`src/rtl/quad_filter.sv`:
```
// Input conditioning for the quadrature counter: synchronizers, glitch filters and an illegal-transition monitor.
// Define QUAD_FILTER_Z_EN to give Z its own glitch filter; otherwise Zf is the synchronized Z.
module quad_filter #(
    parameter int FILT_W      = 4,
    parameter int SYNC_STAGES = 2
) (
    input  logic              clk,
    input  logic              reset,
    input  logic              A,
    input  logic              B,
    input  logic              Z,
    input  logic [FILT_W-1:0] filt_len,
    input  logic              err_clr,
    output logic              Af,
    output logic              Bf,
    output logic              Zf,
    output logic              err,
    output logic [7:0]        err_cnt
);

`ifdef QUAD_FILTER_Z_EN
    localparam int NF = 3;
`else
    localparam int NF = 2;
`endif

    localparam logic [FILT_W-1:0] CNT_ZERO = {FILT_W{1'b0}};
    localparam logic [FILT_W-1:0] CNT_ONE  = FILT_W'(1'b1);
    localparam logic [7:0]        ERR_MAX  = 8'd255;

    logic [2:0]                    raw_s;
    logic [2:0][SYNC_STAGES-1:0]   sync_r;
    logic [2:0]                    s_s;
    logic [SYNC_STAGES-1:0]        prime_r;
    logic                          primed_s;

    logic [NF-1:0]                 filt_r;
    logic [NF-1:0]                 filt_nxt_s;
    logic [NF-1:0][FILT_W-1:0]     cnt_r;
    logic [NF-1:0][FILT_W-1:0]     cnt_nxt_s;

    logic                          af_d_r;
    logic                          bf_d_r;
    logic                          armed_r;
    logic                          armed_nxt_s;
    logic                          illegal_s;
    logic                          err_r;
    logic                          err_nxt_s;
    logic [7:0]                    err_cnt_r;
    logic [7:0]                    err_cnt_nxt_s;

    assign raw_s = {Z, B, A};

    always_comb begin
        for (int c = 0; c < 3; c++) begin
            s_s[c] = sync_r[c][SYNC_STAGES-1];
        end
    end

    // prime_r marks when the synchronizers hold post-reset pin samples, so the
    // reset-cleared zeros cannot arm the monitor while the pins are still high.
    assign primed_s    = prime_r[SYNC_STAGES-1];
    assign armed_nxt_s = armed_r | (primed_s & (filt_r[0] == s_s[0]) & (filt_r[1] == s_s[1]));
    assign illegal_s   = armed_r & (filt_r[0] ^ af_d_r) & (filt_r[1] ^ bf_d_r);

    // Synchronizer chains, filter state, arming and previous-output registers.
    always_ff @(posedge clk) begin
        if (reset) begin
            sync_r  <= {(3*SYNC_STAGES){1'b0}};
            prime_r <= {SYNC_STAGES{1'b0}};
            filt_r  <= {NF{1'b0}};
            cnt_r   <= {(NF*FILT_W){1'b0}};
            af_d_r  <= 1'b0;
            bf_d_r  <= 1'b0;
            armed_r <= 1'b0;
        end else begin
            for (int c = 0; c < 3; c++) begin
                sync_r[c] <= {sync_r[c][SYNC_STAGES-2:0], raw_s[c]};
            end
            prime_r <= {prime_r[SYNC_STAGES-2:0], 1'b1};
            filt_r  <= filt_nxt_s;
            cnt_r   <= cnt_nxt_s;
            af_d_r  <= filt_r[0];
            bf_d_r  <= filt_r[1];
            armed_r <= armed_nxt_s;
        end
    end

    // Glitch filter next state: idle, keep counting, or accept the new level.
    always_comb begin
        filt_nxt_s = filt_r;
        cnt_nxt_s  = cnt_r;
        for (int c = 0; c < NF; c++) begin
            if (s_s[c] == filt_r[c]) begin
                cnt_nxt_s[c] = CNT_ZERO;
            end else if (cnt_r[c] >= filt_len) begin
                filt_nxt_s[c] = s_s[c];
                cnt_nxt_s[c]  = CNT_ZERO;
            end else begin
                cnt_nxt_s[c] = cnt_r[c] + CNT_ONE;
            end
        end
    end

    // Error bookkeeping; an illegal edge in the same cycle outranks err_clr.
    always_comb begin
        err_nxt_s     = err_r;
        err_cnt_nxt_s = err_cnt_r;
        if (illegal_s) begin
            err_nxt_s = 1'b1;
            if (err_clr) begin
                err_cnt_nxt_s = 8'd1;
            end else if (err_cnt_r != ERR_MAX) begin
                err_cnt_nxt_s = err_cnt_r + 8'd1;
            end else begin
                err_cnt_nxt_s = err_cnt_r;
            end
        end else if (err_clr) begin
            err_nxt_s     = 1'b0;
            err_cnt_nxt_s = 8'd0;
        end else begin
            err_nxt_s     = err_r;
            err_cnt_nxt_s = err_cnt_r;
        end
    end

    // Error flag and saturating count registers.
    always_ff @(posedge clk) begin
        if (reset) begin
            err_r     <= 1'b0;
            err_cnt_r <= 8'd0;
        end else begin
            err_r     <= err_nxt_s;
            err_cnt_r <= err_cnt_nxt_s;
        end
    end

    assign Af      = filt_r[0];
    assign Bf      = filt_r[1];
`ifdef QUAD_FILTER_Z_EN
    assign Zf      = filt_r[2];
`else
    assign Zf      = s_s[2];
`endif
    assign err     = err_r;
    assign err_cnt = err_cnt_r;

endmodule

```
`config.mk`:
```
export PLATFORM = sky130hd
export DESIGN_NAME = quad_filter
export DESIGN_NICKNAME = d
export VERILOG_FILES = /design/src/rtl/quad_filter.sv
export SDC_FILE = /design/constraint.sdc
export NUM_CORES = 1
export LEC_CHECK = 0
export CORE_MARGIN = 2
export CORE_UTILIZATION = 55
export CTS_CLUSTER_DIAMETER = 200
export CTS_CLUSTER_SIZE = 8
export DETAILED_ROUTE_END_ITERATION = 7
export HOLD_SLACK_MARGIN = 0.05
export PLACE_DENSITY = 0.82
export SLEW_MARGIN = 30
export SYNTH_ARGS = -nofsm -noshare
export SYNTH_HDL_FRONTEND = slang
export SYNTH_SLANG_ARGS = --single-unit
export TNS_END_PERCENT = 1
```
`constraint.sdc`:
```
create_clock -name clk -period 2.5 [get_ports clk]
set_input_delay 0.625 -clock clk [delete_from_list [all_inputs] [get_ports clk]]
set_output_delay 0.625 -clock clk [all_outputs]
set_load 0.005 [all_outputs]
```
==> flow_metrics.tcl <==
set metrics [dict create \
    grt_pass1_vias 1043 \
    synth_top_cell_area_share 0.447 \
    tightest_slew_ns 0.435 \
    core_area_sq_um 2250 \
    yosysTopAreaCell "dfxtp_1" \
    swShare 0.191 \
    routed-via-count 1112 \
    final_nets 189 \
    cp_max_fo 2 \
    setup-tns-final_ns 0 \
    hpwl_mm 1.95 \
    rsz0062_at_grt "false" \
    hold_viol_final 0 \
    power.total_mw 1.06 \
    io_buffers 21 \
    hold_buffers 0 \
    grt_max_degree 13 \
    p_switching_mw 0.201 \
    gr-total-overflow 0 \
    die_area_sq_um 2850 \
    final_layout_size_suffix_gt1_frac 0.0828 \
    worst_setup_path_start_kind "primary input" \
    power.density_nw_per_um2 624 \
    grt_pass1_wl_mm 4.53 \
    cts_sinks 30 \
    synth_nets 164 \
    drt-total-wl_mm 2.66 \
    pwr-share-clk 0.485 \
    cts_setup_buffers 0 \
    utilization 0.750 \
    synth_seq_area_share 0.447 \
    combPwrFrac 0.050 \
    seqPwrFrac 0.465 \
    synth_cells 143 \
    finalInstanceArea_sq_um 1690 \
    yosysWarningCount 0 \
    cts_made_buffers 5 \
    synth_area_leaders "dfxtp_1 45%, ha_1 10%, nor2b_1 5.6%" \
    area_growth_pct 26.0 \
    clk_pin_slew_ns 0.11 \
    chipHeight_microns 53.4 \
    slew-limit-headroom 0.707 \
    htreeDepth 2 \
    syn_area_sq_um 1340 \
    antenna_found_initial 0 \
    end_kind "flip-flop" \
    yosys_register_bits 30 \
    firstDrtPassIters 4 \
    initial_core_util 0.595 \
    final_antenna_net_count 0 \
    clock_latency_ns 0.34 \
    p_leak_nw 0.648 \
    maxCapViolations 0 \
    cts-root-buf "clkbuf_4" \
    syn_area_per_cell_sq_um 9.39 \
    status "completed" \
    min_period_ns 2.00 \
    ios 22 \
    slew_viol_final 0 \
    antenna_cells 0 \
    internal_power_mw 0.855 \
    r2r_setup_slack_ns 0.74 \
    clock.fmax_mhz 501 \
    arrival_ns 2.22 \
    rows 17 \
    critPathRequiredTime_ns 2.72 \
    drt_iter0_markers 21 \
    routabilityCongestion 0.840 \
    ys_types 34 \
    wl_per_cell_microns 13.5 \
    cts_resized 0 \
    cts_tree "built" \
    track_usage 0.228 \
    finClkSkew_ns 0.0197 \
    finalSetupViolations 0 \
    clk_path_buf_depth 2 \
    ir_drop_v 0.000568 \
    crit_type "in -> reg" \
    viasPerCell 5.64 \
    fin_crit_sh 0.799 \
    drc 0 \
    die_x_microns 53.4 \
    hold_class "reg -> reg" \
    dpl_cell_area_sq_um 1580 \
]
==> synthesized netlist by cell type, drive strengths merged <==
cell type and n:
nor2 11, nor3b 1, ha 11, nor2b 12
clkbuf 3, and4 1, mux2 2, and3 2
o21ai 7, a31oi 1, xnor2 4, nand3 6
nand2b 3, nand4 3, o21bai 2, xor2 4
or3 1, nor4b 1, nand2 4, and2 1
mux2i 1, a21oi 8, dfxtp 30, or2 1
nand3b 1, nor3 5, o211ai 1, a211oi 4
or4 1, inv 8, o31ai 2, buf 1
==> state kept, by name (all words and copies together) (netlist names), 2 cells and up <==
signal   flops
cnt_r        8
err_cnt      8
sync_r       3
filt_r       2
prime_r      2
s_s          2
==> per-layer routing <==
layer | GRT usage | up-vias | share of wire
met5 | 0 | - | 0
met4 | 0.0897 | 0 | 0.017
met3 | 0.0876 | 7 | 0.059
met2 | 0.385 | 36 | 0.51
met1 | 0.255 | 519 | 0.42
li1 | - | 550 | -
==> kinds of logic after synthesis <==
group	after synthesis	share of synthesized area
adders and majority gates	11	0.103
muxes	3	0.0242
and+or+nand+nor	54	0.224
DFF	30	0.447
xor gates and xnor gates	8	0.0578
buffers and inverters	12	0.0335
AOI/OAI and AO/OA	25	0.111
==> metrics by stage <==
stage	setup slack (ns)	hold WS, ns	instances
2_1_floorplan	0.747	0.414	143
3_3_place_gp	0.238	0.419	189
3_5_place_dp	0.191	0.427	189
4_1_cts	0.504	0.437	197
5_1_grt	0.430	0.442	197
6_report	0.503	0.423	197
==> layout make-up <==
| class | count | area, sq um |
|---|---|---|
| multi-input cells | 101 | 697 |
| flip-flops and latches | 30 | 601 |
| fillers | 178 | 563 |
| repair buffers | 22 | 218 |
| clock inverters | 2 | 60.1 |
| clock buffers | 6 | 51.3 |
| well taps | 28 | 35.0 |
| inverters | 8 | 30.0 |
==> layout by cell type, fill, tap and decap left out, types with 2 or more instances in the layout <==
cell type,count
dfxtp_1,30
clkdlybuf4s50_1,21
nor2b_1,12
nor2_1,11
ha_1,11
inv_1,8
a21oi_1,8
o21ai_0,7
nand3_1,5
nor3_1,5
clkbuf_4,5
a211oi_1,4
xnor2_1,4
nand2_1,4
nand2b_1,3
xor2_1,3
nand4_1,3
o21bai_1,2
mux2_2,2
and3_1,2
o31ai_1,2
bufinv_16,2
==> worst max-delay path, stage by stage <==
cell,delay (ns)
clkdlybuf4s50_1,0.44
ha_1,0.29
nand2b_1,0.14
a211oi_1,0.31
o21bai_1,0.14
mux2_2,0.28
==> power groups by stage <==
stage               logic (mW)  clock network [mW]  registers [mW]
floorplan               0.0287                   0           0.501
global placement        0.0502                   0           0.502
detailed placement      0.0529                   0           0.503
CTS                     0.0537               0.519           0.492
global route            0.0594               0.547           0.493
finish                  0.0531               0.512           0.491
==> final timing paths <==
path / start / endpoint / cells after the start
max: filt_len[0] / filt_r[1]$_SDFFE_PP0P_ / 6
min: sync_r[4]$_SDFF_PP0_ / Zf$_SDFF_PP0_ / 1
max reg2reg: err_cnt[0]$_SDFFE_PP0P_ / err_cnt[3]$_SDFFE_PP0P_ / 5
min reg2reg: sync_r[4]$_SDFF_PP0_ / Zf$_SDFF_PP0_ / 1
(Power assumes the default switching activity.)
